File: src/rtl/ahb_cmd_pkg.sv
// ahb_cmd_pkg: command encodings for the AHB master port and the arbiter state type
package ahb_cmd_pkg;
  typedef enum logic [1:0] {CMD_IDLE = 2'b00, CMD_READ = 2'b01, CMD_WRITE = 2'b10} cmd_e;
  typedef enum logic [1:0] {ARB_IDLE, ARB_ISSUE, ARB_WAIT} arb_state_e;
endpackage

File: src/rtl/rr_priority_pick.sv
// rr_priority_pick: first set request at or above ptr, wrapping modulo NREQ
//   req    request vector
//   ptr    search start index
//   found  any request set
//   idx    index of the winner
module rr_priority_pick #(
  parameter int NREQ = 2
) (
  input  logic [NREQ-1:0]         req,
  input  logic [$clog2(NREQ)-1:0] ptr,
  output logic                    found,
  output logic [$clog2(NREQ)-1:0] idx
);
  localparam int IW = $clog2(NREQ);
  int j;
  always_comb begin
    found = 1'b0;
    idx = '0;
    j = 0;
    for (int k = 0; k < NREQ; k++) begin
      j = int'(ptr) + k;
      j = j >= NREQ ? j - NREQ : j;
      if (!found && req[IW'(j)]) begin
        found = 1'b1;
        idx = IW'(j);
      end
    end
  end
endmodule

File: src/rtl/ahb_cmd_arbiter.sv
// ahb_cmd_arbiter: round-robin sharing of one AHB master command port among NREQ byte requesters
//   HCLK, HRESET                          clock, synchronous active-high reset
//   req_valid/write/addr/wdata, req_ready per-requester request in, acceptance pulse out
//   rsp_valid, rsp_rdata, rsp_err         per-requester completion pulse, read byte, timeout flag
//   instruction, addr_r, addr_w, data_w   command to the master
//   data_r, busy                          read byte and transfer-in-progress from the master
module ahb_cmd_arbiter
  import ahb_cmd_pkg::*;
#(
  parameter int NREQ        = 2,
  parameter int ACK_TIMEOUT = 16
) (
  input  logic              HCLK,
  input  logic              HRESET,
  input  logic [NREQ-1:0]   req_valid,
  input  logic [NREQ-1:0]   req_write,
  input  logic [NREQ*8-1:0] req_addr,
  input  logic [NREQ*8-1:0] req_wdata,
  output logic [NREQ-1:0]   req_ready,
  output logic [NREQ-1:0]   rsp_valid,
  output logic [7:0]        rsp_rdata,
  output logic              rsp_err,
  output logic [1:0]        instruction,
  output logic [7:0]        addr_r,
  output logic [7:0]        addr_w,
  output logic [7:0]        data_w,
  input  logic [7:0]        data_r,
  input  logic              busy
);
  localparam int IW = $clog2(NREQ);
  localparam int CW = $clog2(ACK_TIMEOUT + 1);
  arb_state_e state, state_n;
  cmd_e ins, ins_n;
  logic [IW-1:0] g, g_n, rr, rr_n, pick;
  logic found, wr, wr_n, err_n, sel_wr;
  logic [CW-1:0] cnt, cnt_n;
  logic [7:0] addr_r_n, addr_w_n, data_w_n, rdata_n, sel_addr, sel_data;
  logic [NREQ-1:0] ready_n, valid_n;
  rr_priority_pick #(.NREQ(NREQ)) u_pick (
    .req(req_valid),
    .ptr(rr),
    .found(found),
    .idx(pick)
  );
  assign instruction = ins;
  assign sel_wr = req_write[pick];
  assign sel_addr = req_addr[{pick, 3'b000} +: 8];
  assign sel_data = req_wdata[{pick, 3'b000} +: 8];
  always_ff @(posedge HCLK) begin
    if (HRESET) begin
      state <= ARB_IDLE;
      ins <= CMD_IDLE;
      g <= '0;
      rr <= '0;
      wr <= 1'b0;
      cnt <= '0;
      addr_r <= '0;
      addr_w <= '0;
      data_w <= '0;
      req_ready <= '0;
      rsp_valid <= '0;
      rsp_rdata <= '0;
      rsp_err <= 1'b0;
    end else begin
      state <= state_n;
      ins <= ins_n;
      g <= g_n;
      rr <= rr_n;
      wr <= wr_n;
      cnt <= cnt_n;
      addr_r <= addr_r_n;
      addr_w <= addr_w_n;
      data_w <= data_w_n;
      req_ready <= ready_n;
      rsp_valid <= valid_n;
      rsp_rdata <= rdata_n;
      rsp_err <= err_n;
    end
  end
  always_comb begin
    state_n = state;
    ins_n = ins;
    g_n = g;
    rr_n = rr;
    wr_n = wr;
    cnt_n = cnt;
    addr_r_n = addr_r;
    addr_w_n = addr_w;
    data_w_n = data_w;
    ready_n = '0;
    valid_n = '0;
    rdata_n = rsp_rdata;
    err_n = rsp_err;
    case (state)
      ARB_IDLE: if (found) begin
        state_n = ARB_ISSUE;
        g_n = pick;
        wr_n = sel_wr;
        cnt_n = '0;
        ready_n = NREQ'(1) << pick;
        ins_n = sel_wr ? CMD_WRITE : CMD_READ;
        addr_r_n = sel_wr ? 8'h00 : sel_addr;
        addr_w_n = sel_wr ? sel_addr : 8'h00;
        data_w_n = sel_wr ? sel_data : 8'h00;
      end
      ARB_ISSUE: if (busy) begin
        state_n = ARB_WAIT;
        ins_n = CMD_IDLE;
      end else if (cnt == CW'(ACK_TIMEOUT - 1)) begin
        // the master never acknowledged: give up and report the error to the winner
        state_n = ARB_IDLE;
        ins_n = CMD_IDLE;
        valid_n = NREQ'(1) << g;
        rdata_n = 8'h00;
        err_n = 1'b1;
      end else begin
        cnt_n = cnt + 1'b1;
      end
      ARB_WAIT: if (!busy) begin
        state_n = ARB_IDLE;
        valid_n = NREQ'(1) << g;
        rdata_n = wr ? 8'h00 : data_r;
        err_n = 1'b0;
        rr_n = (g == IW'(NREQ - 1)) ? '0 : g + 1'b1;
      end
      default: state_n = ARB_IDLE;
    endcase
  end
endmodule

File: config.mk
export PLATFORM = sky130hd
export DESIGN_NAME = ahb_cmd_arbiter
export DESIGN_NICKNAME = d
export VERILOG_FILES = /design/src/rtl/ahb_cmd_pkg.sv /design/src/rtl/rr_priority_pick.sv /design/src/rtl/ahb_cmd_arbiter.sv
export SDC_FILE = /design/constraint.sdc
export NUM_CORES = 1
export LEC_CHECK = 0
export BUFFER_PORTS_ARGS = -buffer_cell sky130_fd_sc_hd__clkbuf_2
export CAP_MARGIN = 20
export CORE_MARGIN = 4
export CORE_UTILIZATION = 48
export DETAILED_ROUTE_END_ITERATION = 6
export PLACE_DENSITY_LB_ADDON = 0.3
export REMOVE_ABC_BUFFERS = 1
export SETUP_SLACK_MARGIN = 0.05
export SYNTH_ARGS = -nofsm -noshare
export SYNTH_HDL_FRONTEND = slang
export SYNTH_HIERARCHICAL = 1
export SYNTH_SLANG_ARGS = --single-unit
File: constraint.sdc
create_clock -name HCLK -period 2 [get_ports HCLK]
set_input_delay 0.4 -clock HCLK [delete_from_list [all_inputs] [get_ports HCLK]]
set_output_delay 0.4 -clock HCLK [all_outputs]
set_load 0.02 [all_outputs]
==> results of run 1 <==
[sequential cells by signal, indices dropped and copies added (netlist names)]
name and flops:
addr_r 8, addr_w 8, cnt 5, data_w 8, g 1, instruction 2
req_ready 2, rr 1, rsp_err 1, rsp_rdata 8, rsp_valid 2, state 2
wr 1
[cell usage in the layout (no fill, tap or decap), types with 4 or more instances in the layout]
cell and n:
ha_1 5, nand3_1 25, dfxtp_1 49, inv_1 5
nor2_1 4, nand2_1 28, clkbuf_8 5, nor3b_1 4
o21ai_0 15, nor2b_1 4, o31ai_1 4, a21oi_1 44
clkbuf_2 84, buf_4 13, nand4b_1 10, mux2_2 18
[final timing paths]
kind / startpoint / to / slack (ns) / depth (start not counted)
setup reg to reg: cnt[0] / cnt[3] / 0.16 / 6
hold / removal: data_r[7] / rsp_rdata[7] / 0.35 / 3
setup / recovery: cnt[0] / cnt[3] / 0.16 / 6
hold reg to reg: addr_r[4] / addr_r[4] / 0.46 / 2
[area by class of cell]
class	count	share of cell area, %
multi-input combinational	184	41.65
sequential	49	34.55
timing repair buffer	97	18.25
clock buffer	5	2.424
tap	52	2.292
inverter	5	0.6611
clock inverter	1	0.1763
[through the flow]
stage          setup WS (ns)  hold WS [ns]  cells
2_1_floorplan        0.05371        0.4354    238
3_3_place_gp          0.1673        0.4408    387
3_5_place_dp          0.1220        0.4456    387
4_1_cts              0.09079        0.3373    393
5_1_grt              0.07029        0.3454    393
6_report              0.1576        0.3537    393
[power breakdown]
part	total, uW	switching, uW	internal [uW]	leakage, uW
clock network	536	306	231	0.0000399
registers	1040	24.1	1020	0.000398
logic	443	267	176	0.000742
[cell families after synthesis]
family / synth area share (%)
AO/OA/AOI/OAI: 15.83
adder cells (fa/ha/maj): 3.902
buffers and inverters: 4.738
flip-flops: 43.70
multiplexers: 10.37
AND/OR/NAND/NOR: 21.46
[repair_timing]
action	CTS	global route
setup endpoints to repair	0	8
hold buffers	0	0
gates resized for setup	0	6
setup buffers	0	0
[worst max-delay path, cell delays in order, from the launching register on]
cell	delay [ns]
dfxtp_1	0.34
ha_1	0.22
and3_4	0.20
ha_2	0.18
o21a_2	0.23
or4_1	0.47
a21oi_1	0.15
[routing by layer]
layer  global-route usage, %  routed length, um  vias up
met5                       0                  0        -
met4                   5.978                 65        0
met3                   7.447                499        6
met2                   32.34               2524       75
met1                   22.34               2309      998
li1                        -                  -     1082
==> run_results.csv, run 1 <==
group,metric,value,unit
drt,vias,2161,
timing,period_needed,1.842,ns
drt,drt_pass1_iterations,4,
global_routing,gr-total-overflow,0,
synthesis,synth_cells,257,
die,die_h,76.39,um
die,io_pins,86,
synthesis,synth_area_leaders,"dfxtp_1 44%, a21oi_1 9.8%, mux2_2 9.0%",
cells_and_area,post-route-cell-area,0.002839,mm2
clock_tree,cts.htree.levels,2,
synthesis,synth_edf_count,0,
clock_tree,root_buffer,"clkbuf_8",
clock_tree,tritoncts,"built",
drt,antenna_left,0,
timing,post-route-period-util,92.12,%
synthesis,async_flop_share,0,%
drt,post-route-drc-count,0,
synthesis,netlist_area,0.002245,mm2
global_routing,first_global_vias,2051,
die,rows,24,
worst_setup_path,crit_type,"flop to flop",
global_routing,antenna_found_initial,0,
placement,post_dp_cell_area,0.002740,mm2
cells_and_area,fill_cells,400,
placement,dp_hpwl,3875,um
placement,numPortBuffers,84,
synthesis,yosysTopAreaCell,"dfxtp_1",
cells_and_area,syn2layout_area_growth,26.48,%
synthesis,yosys_warnings,6,
drt,wl_per_cell,13.74,um
cells_and_area,multi_input_area,0.001182,mm2
synthesis,avgSynthCellArea,8.734,um2
worst_setup_path,crit_path_max_fanout,7,
cells_and_area,diodes,0,
timing,drv_slew,0,
die,start_util,50.51,%
timing,slew_headroom,64.21,%
timing,max_freq,0.5428,GHz
cells_and_area,seq_area,980.9,um2
synthesis,synth-seq-cells,49,
synthesis,synth.most_common_cell,"dfxtp_1",
power,total_power,2024,uW
timing,finClkSkew,0.006134,ns
global_routing,grt_max_degree,28,
synthesis,ys_seq_area_share,43.70,%
global_routing,grt_pass1_wl,9211,um
power,ir_drop,0.4569,mV
clock_tree,cts_buffers,5,
die,core,0.004444,mm2
job,drv_cap,0,
status,status,"complete, no violations",
placement,finalWeightedCongestion,0.7620,
clock_tree,clkTransAtPathRegs,0.08,ns
worst_setup_path,crit_required,2.23,ns
drt,drtIter0Drc,112,
clock_tree,clkLatencyLatePin,0.30,ns
worst_hold_path,hold_path_class,"input port to flop",
clock_tree,clockBufferDepth,2,
timing,setup_viol,0,
drt,wl,5399,um
global_routing,grtUsageTotal,19.17,%
die,dieArea,0.005835,mm2
drt,routed_via_density,5.499,
synthesis,synth_flop_cell,"dfxtp_1",
synthesis,yosys.cell_types.count,30,
worst_setup_path,startpoint_type,"flop",
timing,rsz0062_at_grt,"no",
power,p_leak,0.001180,uW
synthesis,synth_top_area_share,43.70,%
synthesis,synthTopCellsByCount,"49 x dfxtp_1, 44 x a21oi_1, 28 x nand2_1, 25 x nand3_1, 18 x mux2_2",
timing,setup_tns,0,ns
clock_tree,clock_sinks,49,
cells_and_area,nets,396,
die,die_w,76.39,um
cells_and_area,utilization,63.88,%
worst_setup_path,cp.arrival,2.07,ns
timing,final_hold_viol_count,0,
cells_and_area,layout-drive-gt1-share,37.24,%
worst_setup_path,cp-end-kind,"flop",
power,powerDensity,713.0,mW/mm2
timing,worst_pin_slew,0.5369,ns
Power figures use the tool's default switching activity.
==> run 2: changes to the inputs <==
- CORE_UTILIZATION: 48 -> 35
==> run 2 against run 1 <==
Global-route usage decreased by 3.8 points; non-clock buffer count up 1; die area grew 33%; cell count is 6.6% higher; register-to-register slack hardly changed; sequential share of layout area shrank 0.45 points; clock skew hardly changed; cell area grew 1.5%; critical endpoint is now state[0].
==> run_results.csv, run 2 (synthesis results as in run 1) <==
group,metric,value,unit
drt,routed_via_density,5.098,
worst_setup_path,cp-end-kind,"flop",
cells_and_area,syn2layout_area_growth,28.32,%
die,dieArea,0.007759,mm2
global_routing,grt_max_degree,28,
worst_setup_path,cpPeakStageDelay,0.50,ns
worst_setup_path,crit_type,"flop to flop",
global_routing,first_global_vias,2050,
cells_and_area,nets,397,
clock_tree,clockBufferDepth,2,
clock_tree,postCtsSetupBuffers,0,
die,io_pins,86,
worst_setup_path,slowest_stage,"or4b_1",
clock_tree,cts_buffers,5,
timing,final_hold_viol_count,0,
die,start_util,37.04,%
drt,drt_pass1_iterations,4,
clock_tree,clkTransAtPathRegs,0.09,ns
clock_tree,tritoncts,"built",
timing,finClkSkew,0.006433,ns
global_routing,grt_pass1_wl,9439,um
placement,numPortBuffers,84,
timing,post-route-period-util,92.67,%
clock_tree,cts.htree.levels,2,
cells_and_area,layout_commonest_cell,"clkbuf_2",
status,status,"complete, no violations",
worst_hold_path,hold_path_class,"input port to flop",
placement,dp.cells,411,
power,ir_drop,0.2977,mV
global_routing,gr-total-overflow,0,
power,powerDensity,732.9,mW/mm2
job,drv_cap,0,
timing,max_freq,0.5395,GHz
drt,antenna_left,0,
clock_tree,clkLatencyLatePin,0.30,ns
cells_and_area,layout-drive-gt1-share,37.21,%
timing,worst_pin_slew,0.4609,ns
worst_setup_path,startpoint_type,"flop",
worst_setup_path,crit_required,2.23,ns
timing,period_needed,1.853,ns
die,rows,28,
worst_setup_path,cp.arrival,2.09,ns
cells_and_area,layout_common_cells,"84 x clkbuf_2, 48 x dfxtp_1, 44 x a21oi_1, 28 x nand2_1, 25 x nand3_1",
drt,post-route-drc-count,0,
placement,dp_hpwl,4165,um
die,core,0.006061,mm2
timing,setup_viol,0,
global_routing,antenna_found_initial,0,
cells_and_area,diodes,0,
die,die_w,88.09,um
drt,wl,5700,um
drt,drtIter0Drc,58,
drt,wl_per_cell,13.60,um
worst_hold_path,min_path_cells,3,
timing,rsz0062_at_grt,"yes",
placement,post_dp_cell_area,0.002776,mm2
die,die_h,88.09,um
timing,setup_tns,0,ns
timing,drv_slew,0,
worst_setup_path,crit_chain,"ha_1 > and3_1 > ha_2 > nor3b_1 > buf_4 > or4b_1 > a21oi_1",
cells_and_area,layout.cells.non_filler,419,
timing,slew_headroom,68.39,%
clock_tree,root_buffer,"clkbuf_8",
worst_setup_path,rr_worst_depth,7,
drt,vias,2136,
placement,finalWeightedCongestion,0.7956,
cells_and_area,post-route-cell-area,0.002880,mm2
worst_setup_path,crit_path_max_fanout,5,
power,p_leak,0.001197,uW
global_routing,grtUsageTotal,15.35,%
clock_tree,clock_sinks,49,
[run 2: cell types whose count changed in the layout (fill, tap and decap cells not counted), sizes merged]
| cell | change |
|---|---|
| buf | +1 |
| clkbuf | +1 |
| clkinv | +1 |
[run 2: cell type report]
class | count | area [um2]
Timing Repair Buffer | 98 | 525.5
Clock inverter | 2 | 13.76
Inverter | 5 | 18.77
Tap cell | 75 | 93.84
Sequential cell | 49 | 982.2
Clock buffer | 6 | 82.58
Fill cell | 618 | 3181
Multi-Input combinational cell | 184 | 1164
[run 2: per-layer routing]
metal  vias up  track usage (%)  share of wire (%)
met3         4            5.456                8.6
met4         0            4.533                1.0
met1       976            19.15                 44
met5         -                0                  0
li1       1086                -                  -
met2        70            25.00                 46
[run 2: final timing paths]
kind / end / startpoint / slack (ns)
setup / recovery: state[0] / cnt[1] / 0.15
hold / removal: rsp_rdata[3] / data_r[3] / 0.35
setup reg to reg: state[0] / cnt[1] / 0.15
hold reg to reg: data_w[3] / data_w[3] / 0.46
[run 2: what timing repair did]
| item | in CTS | in global routing |
|---|---|---|
| resized for setup | 0 | 3 |
| hold buffers | 0 | 0 |
| endpoints found under the setup margin | 0 | 10 |
[run 2: power by group]
part / leakage, uW / switching (uW) / internal, uW
Combinational: 0.000748 / 269 / 179
Sequential: 0.000398 / 24.6 / 1020
Clock: 0.0000512 / 337 / 281
Total: 0.00120 / 630 / 1480
[run 2: critical path, delay by kind of cell, from the launching register on]
kind	cells	cell delay, ns
compound gates	1	0.13
buf+inv	1	0.15
fa+ha+maj	2	0.40
flops	1	0.36
simple gates	3	0.76
[run 2: per-stage QoR]
step | util [%] | hold slack (ns) | setup slack, ns | power [uW]
finish | 47.52 | 0.3544 | 0.1466 | 2111
global route | 47.52 | 0.3490 | 0.02029 | 2237
CTS | 47.40 | 0.3483 | 0.1191 | 2140
detailed placement | 45.81 | 0.4464 | 0.1507 | 1516
global placement | 45.81 | 0.4382 | 0.1767 | 1510
floorplan | - | 0.4354 | 0.05371 | 1313
